<file path="config.mk">
export PLATFORM = sky130hd
export DESIGN_NAME = sa_placement_server_flat
export DESIGN_NICKNAME = d
export VERILOG_FILES = /design/src/rtl/sa_pkg.sv /design/src/rtl/sa_placement_server_if.sv /design/src/rtl/sa_placement_table.sv /design/src/rtl/sa_placement_server.sv /design/src/flat_wrapper.sv
export SDC_FILE = /design/constraint.sdc
export NUM_CORES = 1
export LEC_CHECK = 0
export BUFFER_PORTS_ARGS = -buffer_cell sky130_fd_sc_hd__buf_2
export CAP_MARGIN = 20
export CORE_MARGIN = 2
export CORE_UTILIZATION = 65
export CTS_CLUSTER_DIAMETER = 40
export CTS_CLUSTER_SIZE = 20
export DETAILED_ROUTE_END_ITERATION = 10
export PLACE_DENSITY_LB_ADDON = 0.25
export SKIP_CTS_REPAIR_TIMING = 1
export SLEW_MARGIN = 20
export SYNTH_ARGS = -nofsm -noshare
export SYNTH_HDL_FRONTEND = slang
export SYNTH_SLANG_ARGS = --single-unit
</file>
<file path="constraint.sdc">
create_clock -name clk -period 3.7 [get_ports clk]
set_input_delay 0.74 -clock clk [delete_from_list [all_inputs] [get_ports clk]]
set_output_delay 0.74 -clock clk [all_outputs]
set_load 0.01 [all_outputs]
</file>
<file path="src/rtl/sa_pkg.sv">
// Shared types and defaults for the placement server: op and FSM encodings,
// default table geometry and a saturating counter helper.
package sa_pkg;

  localparam int unsigned DefNCells   = 16;
  localparam int unsigned DefCellBits = 4;
  localparam int unsigned DefNNodes   = 12;

  typedef enum logic {
    OpRead = 1'b0,
    OpSwap = 1'b1
  } op_e;

  typedef enum logic [1:0] {
    StIdle    = 2'd0,
    StLookup  = 2'd1,
    StSwap    = 2'd2,
    StRespond = 2'd3
  } state_e;

  // Increment that sticks at all-ones instead of wrapping.
  function automatic logic [15:0] sat_inc16(input logic [15:0] v);
    return (v == 16'hFFFF) ? v : v + 16'd1;
  endfunction

endpackage

</file>
<file path="src/rtl/sa_placement_server_if.sv">
// Request/response channel between an initiator and the placement server.
interface sa_placement_server_if
  import sa_pkg::*;
#(
  parameter int unsigned CELL_BITS = DefCellBits
);

  logic                 req_valid;
  logic                 req_ready;
  logic                 req_op;
  logic [CELL_BITS-1:0] req_ca;
  logic [CELL_BITS-1:0] req_cb;

  logic                 rsp_valid;
  logic                 rsp_ready;
  logic [CELL_BITS-1:0] rsp_na;
  logic [CELL_BITS-1:0] rsp_nb;
  logic                 rsp_na_v;
  logic                 rsp_nb_v;

  modport master (
    output req_valid, req_op, req_ca, req_cb, rsp_ready,
    input  req_ready, rsp_valid, rsp_na, rsp_nb, rsp_na_v, rsp_nb_v
  );

  modport slave (
    input  req_valid, req_op, req_ca, req_cb, rsp_ready,
    output req_ready, rsp_valid, rsp_na, rsp_nb, rsp_na_v, rsp_nb_v
  );

endinterface

</file>
<file path="src/rtl/sa_placement_table.sv">
// Cell-to-node and node-to-cell placement tables. Two async c2n read ports,
// two c2n write ports and two n2c write ports; reset loads the identity map.
module sa_placement_table
  import sa_pkg::*;
#(
  parameter int unsigned N_CELLS   = DefNCells,
  parameter int unsigned CELL_BITS = DefCellBits,
  parameter int unsigned N_NODES   = DefNNodes
) (
  input  logic                 clk,
  input  logic                 rst,
  // c2n read ports
  input  logic [CELL_BITS-1:0] rd_a_cell,
  output logic                 rd_a_valid,
  output logic [CELL_BITS-1:0] rd_a_node,
  input  logic [CELL_BITS-1:0] rd_b_cell,
  output logic                 rd_b_valid,
  output logic [CELL_BITS-1:0] rd_b_node,
  // c2n write ports
  input  logic                 c2n_we_a,
  input  logic [CELL_BITS-1:0] c2n_cell_a,
  input  logic                 c2n_valid_a,
  input  logic [CELL_BITS-1:0] c2n_node_a,
  input  logic                 c2n_we_b,
  input  logic [CELL_BITS-1:0] c2n_cell_b,
  input  logic                 c2n_valid_b,
  input  logic [CELL_BITS-1:0] c2n_node_b,
  // n2c write ports
  input  logic                 n2c_we_a,
  input  logic [CELL_BITS-1:0] n2c_node_a,
  input  logic [CELL_BITS-1:0] n2c_cell_a,
  input  logic                 n2c_we_b,
  input  logic [CELL_BITS-1:0] n2c_node_b,
  input  logic [CELL_BITS-1:0] n2c_cell_b
);

  logic                 c2n_valid_q [N_CELLS];
  logic [CELL_BITS-1:0] c2n_node_q  [N_CELLS];
  logic [CELL_BITS-1:0] n2c_q       [N_NODES];

  // Asynchronous lookups of both addressed cells.
  always_comb begin
    rd_a_valid = c2n_valid_q[rd_a_cell];
    rd_a_node  = c2n_node_q[rd_a_cell];
    rd_b_valid = c2n_valid_q[rd_b_cell];
    rd_b_node  = c2n_node_q[rd_b_cell];
  end

  // Table state: identity on reset, otherwise apply the enabled writes.
  // When both ports hit the same entry they carry the same value (ca==cb swap).
  always_ff @(posedge clk) begin
    if (rst) begin
      for (int unsigned i = 0; i < N_CELLS; i++) begin
        c2n_valid_q[i] <= (i < N_NODES);
        c2n_node_q[i]  <= (i < N_NODES) ? CELL_BITS'(i) : '0;
      end
      for (int unsigned j = 0; j < N_NODES; j++) begin
        n2c_q[j] <= CELL_BITS'(j);
      end
    end else begin
      for (int unsigned i = 0; i < N_CELLS; i++) begin
        if (c2n_we_a && (c2n_cell_a == CELL_BITS'(i))) begin
          c2n_valid_q[i] <= c2n_valid_a;
          c2n_node_q[i]  <= c2n_node_a;
        end
        if (c2n_we_b && (c2n_cell_b == CELL_BITS'(i))) begin
          c2n_valid_q[i] <= c2n_valid_b;
          c2n_node_q[i]  <= c2n_node_b;
        end
      end
      for (int unsigned j = 0; j < N_NODES; j++) begin
        if (n2c_we_a && (n2c_node_a == CELL_BITS'(j))) n2c_q[j] <= n2c_cell_a;
        if (n2c_we_b && (n2c_node_b == CELL_BITS'(j))) n2c_q[j] <= n2c_cell_b;
      end
    end
  end

  // Mapping invariant: the cell each node points at must hold that node.
  always_ff @(posedge clk) begin
    if (!rst) begin
      for (int unsigned j = 0; j < N_NODES; j++) begin
        assert (c2n_valid_q[n2c_q[j]] && (c2n_node_q[n2c_q[j]] == CELL_BITS'(j)));
      end
    end
  end

endmodule

</file>
<file path="src/rtl/sa_placement_server.sv">
// Placement server: serves one READ or SWAP request at a time against the
// placement tables and returns the nodes found at both cells before the swap.
module sa_placement_server
  import sa_pkg::*;
#(
  parameter int unsigned N_CELLS   = DefNCells,
  parameter int unsigned CELL_BITS = DefCellBits,
  parameter int unsigned N_NODES   = DefNNodes
) (
  input  logic                  clk,
  input  logic                  rst,
  input  logic                  start,
  sa_placement_server_if.slave  bus,
  output logic [15:0]           swap_count
);

  state_e               state_q;
  op_e                  op_q;
  logic [CELL_BITS-1:0] ca_q, cb_q;
  logic                 na_v_q, nb_v_q;
  logic [CELL_BITS-1:0] na_q, nb_q;
  logic                 rsp_valid_q;
  logic                 rsp_na_v_q, rsp_nb_v_q;
  logic [CELL_BITS-1:0] rsp_na_q, rsp_nb_q;

  logic                 rd_a_valid, rd_b_valid;
  logic [CELL_BITS-1:0] rd_a_node, rd_b_node;
  logic                 swap_en;

  // Handshake and response outputs.
  always_comb begin
    bus.req_ready = (state_q == StIdle) && start;
    bus.rsp_valid = rsp_valid_q;
    bus.rsp_na    = rsp_na_q;
    bus.rsp_nb    = rsp_nb_q;
    bus.rsp_na_v  = rsp_na_v_q;
    bus.rsp_nb_v  = rsp_nb_v_q;
    swap_en       = (state_q == StSwap);
  end

  sa_placement_table #(
    .N_CELLS   (N_CELLS),
    .CELL_BITS (CELL_BITS),
    .N_NODES   (N_NODES)
  ) u_table (
    .clk         (clk),
    .rst         (rst),
    .rd_a_cell   (ca_q),
    .rd_a_valid  (rd_a_valid),
    .rd_a_node   (rd_a_node),
    .rd_b_cell   (cb_q),
    .rd_b_valid  (rd_b_valid),
    .rd_b_node   (rd_b_node),
    .c2n_we_a    (swap_en),
    .c2n_cell_a  (ca_q),
    .c2n_valid_a (nb_v_q),
    .c2n_node_a  (nb_q),
    .c2n_we_b    (swap_en),
    .c2n_cell_b  (cb_q),
    .c2n_valid_b (na_v_q),
    .c2n_node_b  (na_q),
    .n2c_we_a    (swap_en && na_v_q),
    .n2c_node_a  (na_q),
    .n2c_cell_a  (cb_q),
    .n2c_we_b    (swap_en && nb_v_q),
    .n2c_node_b  (nb_q),
    .n2c_cell_b  (ca_q)
  );

  // Request FSM with registered response outputs. rsp_valid rises one cycle
  // after entering RESPOND so the response fields are loaded alongside it.
  always_ff @(posedge clk) begin
    if (rst) begin
      state_q     <= StIdle;
      op_q        <= OpRead;
      ca_q        <= '0;
      cb_q        <= '0;
      na_v_q      <= 1'b0;
      nb_v_q      <= 1'b0;
      na_q        <= '0;
      nb_q        <= '0;
      rsp_valid_q <= 1'b0;
      rsp_na_v_q  <= 1'b0;
      rsp_nb_v_q  <= 1'b0;
      rsp_na_q    <= '0;
      rsp_nb_q    <= '0;
      swap_count  <= '0;
    end else begin
      unique case (state_q)
        StIdle: begin
          if (bus.req_valid && bus.req_ready) begin
            op_q    <= op_e'(bus.req_op);
            ca_q    <= bus.req_ca;
            cb_q    <= bus.req_cb;
            state_q <= StLookup;
          end
        end
        StLookup: begin
          na_v_q  <= rd_a_valid;
          na_q    <= rd_a_node;
          nb_v_q  <= rd_b_valid;
          nb_q    <= rd_b_node;
          state_q <= (op_q == OpSwap) ? StSwap : StRespond;
        end
        StSwap: begin
          swap_count <= sat_inc16(swap_count);
          state_q    <= StRespond;
        end
        StRespond: begin
          if (!rsp_valid_q) begin
            rsp_valid_q <= 1'b1;
            rsp_na_v_q  <= na_v_q;
            rsp_nb_v_q  <= nb_v_q;
            rsp_na_q    <= na_q;
            rsp_nb_q    <= nb_q;
          end else if (bus.rsp_ready) begin
            rsp_valid_q <= 1'b0;
            state_q     <= StIdle;
          end
        end
        default: state_q <= StIdle;
      endcase
    end
  end

endmodule
</file>
<file path="src/flat_wrapper.sv">
// flat-port wrapper written by rule: the top's interface ports become plain ports
module sa_placement_server_flat import sa_pkg::*;
#(
  parameter int unsigned N_CELLS   = DefNCells,
  parameter int unsigned CELL_BITS = DefCellBits,
  parameter int unsigned N_NODES   = DefNNodes
)
  (clk, rst, start, swap_count, bus_req_valid, bus_req_op, bus_req_ca, bus_req_cb, bus_rsp_ready, bus_req_ready, bus_rsp_valid, bus_rsp_na, bus_rsp_nb, bus_rsp_na_v, bus_rsp_nb_v);
  sa_placement_server_if #(.CELL_BITS(CELL_BITS)) bus_i ();
  input  logic clk;
  input  logic rst;
  input  logic start;
  output logic [15:0] swap_count;
  input wire logic [$bits(bus_i.req_valid)-1:0] bus_req_valid;
  input wire logic [$bits(bus_i.req_op)-1:0] bus_req_op;
  input wire logic [$bits(bus_i.req_ca)-1:0] bus_req_ca;
  input wire logic [$bits(bus_i.req_cb)-1:0] bus_req_cb;
  input wire logic [$bits(bus_i.rsp_ready)-1:0] bus_rsp_ready;
  output wire logic [$bits(bus_i.req_ready)-1:0] bus_req_ready;
  output wire logic [$bits(bus_i.rsp_valid)-1:0] bus_rsp_valid;
  output wire logic [$bits(bus_i.rsp_na)-1:0] bus_rsp_na;
  output wire logic [$bits(bus_i.rsp_nb)-1:0] bus_rsp_nb;
  output wire logic [$bits(bus_i.rsp_na_v)-1:0] bus_rsp_na_v;
  output wire logic [$bits(bus_i.rsp_nb_v)-1:0] bus_rsp_nb_v;
  assign bus_i.req_valid = bus_req_valid;
  assign bus_i.req_op = bus_req_op;
  assign bus_i.req_ca = bus_req_ca;
  assign bus_i.req_cb = bus_req_cb;
  assign bus_i.rsp_ready = bus_rsp_ready;
  assign bus_req_ready = bus_i.req_ready;
  assign bus_rsp_valid = bus_i.rsp_valid;
  assign bus_rsp_na = bus_i.rsp_na;
  assign bus_rsp_nb = bus_i.rsp_nb;
  assign bus_rsp_na_v = bus_i.rsp_na_v;
  assign bus_rsp_nb_v = bus_i.rsp_nb_v;
  sa_placement_server #(.N_CELLS(N_CELLS), .CELL_BITS(CELL_BITS), .N_NODES(N_NODES)) u_core (.clk(clk), .rst(rst), .start(start), .bus(bus_i), .swap_count(swap_count));
endmodule
</file>
==> results of run 1 <==
## cell families after synthesis
kind of cell / share of synthesized area (%)
AND/OR/NAND/NOR: 19.30
AO/OA/AOI/OAI: 17.43
flip-flops: 44.76
buffers and inverters: 4.175
adder cells (fa/ha/maj): 1.026
multiplexers: 13.31
## critical path, stage by stage, from the launching register on
cell,delay (ps)
dfxtp_1,950
nand2b_1,640
nor2_1,280
or3_1,500
## metal layers
metal  part of all wire, %  vias up
met5                     0        -
met4                   4.7        0
met3                    13      105
met2                    46      471
met1                    36     2923
li1                      -     2772
## how the worst max path moves through the flow
stage                                       end            from  slack [ps]  cells past startpoint
4_1_cts        u_core.u_table.c2n_node_q[14][2]  u_core.cb_q[0]        1170                      3
3_3_place_gp    u_core.u_table.c2n_node_q[5][1]             rst        1180                      6
3_5_place_dp    u_core.u_table.c2n_node_q[6][0]             rst        1150                      6
5_1_grt         u_core.u_table.c2n_node_q[6][3]  u_core.cb_q[0]         980                      3
6_report        u_core.u_table.c2n_node_q[6][0]  u_core.cb_q[0]        1050                      3
2_1_floorplan   u_core.u_table.c2n_node_q[9][0]             rst        1670                      5
## registers in the layout, indices dropped and copies added (netlist names), 4 cells and up
name,flops
u_core.u_table.c2n_node_q,64
u_core.swap_count,16
u_core.u_table.c2n_valid_q,16
u_core.bus.rsp_na,4
u_core.bus.rsp_nb,4
u_core.ca_q,4
u_core.cb_q,4
u_core.na_q,4
u_core.nb_q,4
## final cells by class
class	instances	area (µm²)
fill	733	2799
clock buffer	24	503.0
clock inverter	8	72.57
inverter	13	48.80
tap	140	175.2
sequential	128	3274
multi-input combinational	526	3735
timing repair buffer	51	280.3
## through the flow
step	setup slack (ps)	instance area, µm²	cells
global placement	1181	7513	858
floorplan	1667	7313	725
global route	981.2	8089	890
finish	1045	8089	890
CTS	1175	8089	890
detailed placement	1147	7513	858
## cells in the mapped netlist (all sizes together), types with 2 or more instances
library cell / number
a222oi: 5
clkbuf: 32
a41oi: 3
a311oi: 5
dfxtp: 57
mux2: 28
a22o: 27
nor2: 67
nand4b: 2
o22ai: 3
edfxtp: 71
a31oi: 4
buf: 26
nor3: 20
nand2: 80
nand4bb: 2
o21ai: 21
or3: 21
nand2b: 8
or4b: 2
or4: 3
a2bb2oi: 5
inv: 13
o22a: 6
a21oi: 48
nand3: 22
and2: 4
and4: 2
a21boi: 6
o31ai: 15
nand4: 5
mux4: 19
and3: 8
o2111a: 3
a211oi: 5
mux2i: 23
a211o: 3
o221ai: 2
ha: 6
a22oi: 19
nor2b: 16
## placed cells by master, fill, tap and decap left out, drive strengths merged, types with 6 or more instances in the layout
master / count
a21boi: 6
a21oi: 48
a22o: 27
a22oi: 19
and3: 8
buf: 51
clkbuf: 24
dfxtp: 57
edfxtp: 71
ha: 6
inv: 16
mux2: 28
mux2i: 23
mux4: 19
nand2: 80
nand2b: 8
nand3: 22
nor2: 67
nor2b: 16
nor3: 20
o21ai: 21
o22a: 6
o31ai: 15
or3: 21
## power by group through the flow
stage / registers, mW / logic, mW / clock network, mW
floorplan: 1.78 / 0.863 / 0
global route: 2.10 / 1.06 / 1.68
global placement: 2.08 / 0.914 / 0
finish: 2.10 / 0.986 / 1.62
CTS: 2.07 / 0.958 / 1.62
detailed placement: 2.09 / 0.952 / 0
==> results by group, run 1 <==
Setup path
  • Crit path capture type: flip-flop
  • Crit-path max FO: 24
  • Reg-to-reg setup timing slack: between 1000 and 1500 ps
  • RR Endpoint: u_core.u_table.c2n_node_q[6][0]
  • Critical path class: flip-flop to flip-flop
  • Worst flop-to-flop path startpoint: u_core.cb_q[0]
  • R2R depth: 3
  • Startpoint types: flip-flop
  • Worst EP arrival: ~2900 ps
  • Worst endpoint required time: 3960 ps

Timing
  • Max-slew violations: 0
  • Setup violators final: 0
  • Final period util: 71.75%
  • Skew final: about 5.0 ps
  • Hold slack: 443.7 ps
  • Worst-Margin Slew: about 960 ps
  • RSZ-0062 raised after global routing: no
  • Post-layout minimum cycle time: roughly 2700 ps
  • Peak Freq: between 300 and 400 MHz
  • Slew headroom: about 36%
  • Final setup TNS: 0 ps
  • Hold Vio Cnt, Final: 0

Outcome
  • Status: completed

Synth
  • Syn nets: between 700 and 800
  • Syn. warnings: 0
  • Number of distinct library cells after synthesis: 58
  • Area leader, netlist: edfxtp_1
  • Synth Flop Type: edfxtp_1
  • Synth Instances: 725
  • Post-Synthesis Cell Area: 0.007313 mm²
  • Post-synth EDFFs: just over 70
  • Sequential share of the synthesized area: between 40% and 50%
  • Syn Area/Cell: a little over 10 µm²
  • Synth top area cells: edfxtp_1, dfxtp_1, mux4_2
  • Yosys reg bits: 128
  • Top cell type's share of synthesized area: just under 30%
  • Share of flip-flops with an asynchronous set or reset: 0%

Detailed routing
  • Avg WL per Cell: 23.45 µm
  • DR iter-0 viols: ~900
  • Routed vias/inst: between 7 and 8
  • Routed WL: between 20,000 and 25,000 µm
  • 1st-pass router iterations: 6
  • Vias: ~6,300
  • Post-route ant nets: 0
  • Residual DRC count: 0

Power
  • NetSw: around 1.6 mW
  • Internal power: ~3.1 mW
  • Sw Share: about a third
  • Clock share of power: approximately 34%
  • Power Dens Cells: around 580 mW/mm²
  • Static Leak: 2.786 nW
  • Reg power frac: 44.7%
  • Power share of the combinational group: 20.9%
  • Overall power: between 4 and 5 mW
  • Peak supply drop: about 460 µV

Placement
  • Gpl congestion: roughly 1.0
  • PortBufs: 41
  • DP HPWL: roughly 14,000 µm

GRT
  • Initial antenna violation count: 0
  • Gr usage total: between 30% and 40%
  • GRT busiest layer: met2
  • First-pass GRT wire length: around 32,000 µm
  • GR Util met1: a little under half
  • Met2 Track Usage GR: between 50% and 60%
  • Largest net degree at the start of global routing: 48
  • Via count of the first global-routing pass: 6,024
  • Met3 usage in global routing: approximately 9.6%
  • Total gr overflow: 0

Floorplanning
  • Full die area: between 0.01 and 0.015 mm²
  • Die X: 110.1 µm
  • Core area: 0.01089 mm²
  • Std cell rows: 38
  • Initial Util: 67.17%
  • Die height: about 110 µm
  • Num ports: 42

Clock network
  • CTS tree: done
  • Clock root buffer: clkbuf_8
  • CTS buffer count: 17
  • H-tree depth: 4
  • Sink Count: around 130
  • Clk_lat worst skew: around 530 ps
  • CTS Buffer Depth: 2
  • Clock slew at reported path FFs: roughly 60 ps

Min path
  • Worst hold path startpoint: bus_req_ca[1]
  • Hold path cells: 3
  • Hold EP: u_core.ca_q[1]
  • Worst hold path type: input pin to flip-flop

Cells and area
  • Layout cells sized above 1: about a fifth
  • N_diodes: 0
  • Final Core Density: approximately 74%
  • Area growth syn-to-layout: 10.61%
  • Final Net Count: between 700 and 800

Run
  • Max-cap viol count: 0
No activity file was read; power rests on OpenSTA's default activity.
==> run 2: changes to the inputs <==
--- a/config.mk
+++ b/config.mk
@@ -8,7 +8,7 @@
 export BUFFER_PORTS_ARGS = -buffer_cell sky130_fd_sc_hd__buf_2
 export CAP_MARGIN = 20
 export CORE_MARGIN = 2
-export CORE_UTILIZATION = 65
+export CORE_UTILIZATION = 62
 export CTS_CLUSTER_DIAMETER = 40
 export CTS_CLUSTER_SIZE = 20
 export DETAILED_ROUTE_END_ITERATION = 10
==> constraint.sdc (replaced) <==
create_clock -name clk -period 2.7 [get_ports clk]
set_input_delay 0.54 -clock clk [delete_from_list [all_inputs] [get_ports clk]]
set_output_delay 0.54 -clock clk [all_outputs]
set_load 0.01 [all_outputs]
==> results by group, run 2 (same netlist as run 1, synthesis figures left out) <==
Run
  • Max-cap viol count: 0 (unchanged)

Timing
  • Hold slack: 355.3 ps (-88.42 ps)
  • Final period util: 91.12% (+19 points)
  • Peak Freq: 406.5 MHz (+7.9%)
  • Worst-Margin Slew: 992.4 ps (+31.05 ps)
  • Max-slew violations: 0 (unchanged)
  • Final setup TNS: 0 ps (unchanged)
  • Setup violators final: 0 (unchanged)
  • Hold Vio Cnt, Final: 0 (unchanged)
  • Post-layout minimum cycle time: 2460 ps (-194.7 ps)
  • RSZ-0062 raised after global routing: no
  • Skew final: 10.55 ps (+5.596 ps)
  • Final worst slack: 239.9 ps (-805.3 ps)
  • Slew headroom: 33.84% (-2.0 points)

GRT
  • Initial antenna violation count: 0 (unchanged)
  • Total gr overflow: 0 (unchanged)
  • First-pass GRT wire length: 34,010 µm (+5.3%)
  • Via count of the first global-routing pass: 6,142 (+2.0%)
  • Gr usage total: 35.21% (-1.1 points)
  • Largest net degree at the start of global routing: 49 (+2.1%)

Clock network
  • Sink Count: 128 (unchanged)
  • H-tree depth: 4 (unchanged)
  • CTS tree: done
  • CTS buffer count: 17 (unchanged)
  • Clock root buffer: clkbuf_16
  • Clock slew at reported path FFs: 50 ps (about the same)
  • CTS Buffer Depth: 2 (unchanged)
  • Clk_lat worst skew: 430 ps (-100 ps)

Floorplanning
  • Num ports: 42 (unchanged)
  • Initial Util: 63.78% (-3.4 points)
  • Full die area: 0.01268 mm² (+4.7%)
  • Std cell rows: 39 (+2.6%)
  • Core area: 0.01147 mm² (+5.3%)
  • Die X: 112.6 µm (+2.3%)
  • Die height: 112.6 µm (+2.3%)

Setup path
  • Crit-path max FO: 17 (-29%)
  • RR Endpoint: u_core.u_table.c2n_node_q[3][1]
  • Worst endpoint required time: 2820 ps (-1140 ps)
  • Worst EP arrival: 2580 ps (-330 ps)
  • Critical path class: flip-flop to flip-flop
  • Reg-to-reg setup timing slack: 240 ps (-810 ps)
  • Startpoint types: flip-flop
  • Worst flop-to-flop path startpoint: u_core.state_q[0]
  • Crit path capture type: flip-flop
  • R2R depth: 5 (+2)

Outcome
  • Status: finished with violations
  • Failing checks: DRC

Detailed routing
  • Routed WL: 22,070 µm (+5.7%)
  • DR iter-0 viols: 967 (+7.3%)
  • Routed vias/inst: 7.056 (+0.14%)
  • Post-route ant nets: 0 (unchanged)
  • Avg WL per Cell: 24.23 µm (+3.3%)
  • Vias: 6,428 (+2.5%)
  • 1st-pass router iterations: 10 (+4)
  • Residual DRC count: 1 (+1)

Power
  • Peak supply drop: 608.9 µV (+34%)
  • Static Leak: 2.854 nW (+2.4%)
  • Overall power: 6.493 mW (+38%)
  • Power Dens Cells: 792.7 mW/mm² (+36%)

Cells and area
  • Most common cell after layout, fill and taps aside: nand2_1
  • Biggest regs: u_core.u_table.c2n_node_q (64), u_core.swap_count (16), u_core.u_table.c2n_valid_q (16)
  • Area growth syn-to-layout: 12.01%
  • Max FFs per register: 64 (unchanged)
  • Final Net Count: 775 (+2.4%)
  • Largest Register: u_core.u_table.c2n_node_q
  • Commonest non-fill, non-tap cells in the layout: nand2_1, edfxtp_1, nor2_1
  • Layout cells sized above 1: 20.57% (+1.1 points)
  • Fin area: 0.008192 mm² (+1.3%)
  • Final Core Density: 71.43% (-2.9 points)
  • Non-Filler Instances: 911 (+2.4%)
  • N_diodes: 0 (unchanged)

Placement
  • DP HPWL: 15,330 µm (+7.8%)
  • Placed Cells: 879 (+2.4%)
  • Gpl congestion: 0.9882 (-0.77%)
  • PortBufs: 41 (unchanged)
  • Post-place instance area: 0.007652 mm² (+1.8%)
  • Pre-CTS setup slack: 287.7 ps (-859.5 ps)

Min path
  • Hold EP: u_core.cb_q[2]
  • Worst hold path startpoint: bus_req_cb[2]
  • Worst hold path type: input pin to flip-flop
  • Hold path cells: 3 (unchanged)
## run 2: worst max-delay path, stage by stage (launching register included)
cell and delay [ps]:
dfxtp_1 330, inv_1 140, ha_1 570, or4b_4 680
nor2_8 200, or3_1 230
## run 2: worst max-delay path by stage
| stage | from | endpoint | slack [ps] | depth (start not counted) |
|---|---|---|---|---|
| 4_1_cts | u_core.state_q[0] | u_core.u_table.c2n_node_q[3][1] | 280 | 5 |
| 5_1_grt | u_core.state_q[0] | u_core.swap_count[11] | 100 | 7 |
| 2_1_floorplan | u_core.state_q[0] | u_core.u_table.c2n_node_q[15][0] | 730 | 6 |
| 3_5_place_dp | u_core.state_q[0] | u_core.u_table.c2n_node_q[3][3] | 290 | 5 |
| 6_report | u_core.state_q[0] | u_core.u_table.c2n_node_q[3][1] | 240 | 5 |
| 3_3_place_gp | u_core.state_q[0] | u_core.u_table.c2n_node_q[2][2] | 370 | 5 |
## run 2: final cells by class
cell class              instances  area (µm²)
inverters                      13       48.80
flip-flops and latches        128        3274
clock buffers                  23       447.9
repair buffers                 69       415.4
clock inverters                 9       91.34
fillers                       808        3276
well taps                     143       178.9
multi-input cells             526        3735
## run 2: per-layer routing
metal,GRT usage [%],share of wire [%],up-vias
met5,0,0,-
met4,17.40,4.4,0
met3,9.179,12,89
met2,54.73,47,460
met1,45.96,37,3080
li1,-,-,2799
## run 2: power by group
part | leakage [nW] | switching, mW | internal (mW)
registers | 1.13 | 0.405 | 2.29
logic | 1.45 | 1.04 | 0.601
clock network | 0.265 | 0.813 | 1.34
total | 2.85 | 2.26 | 4.24
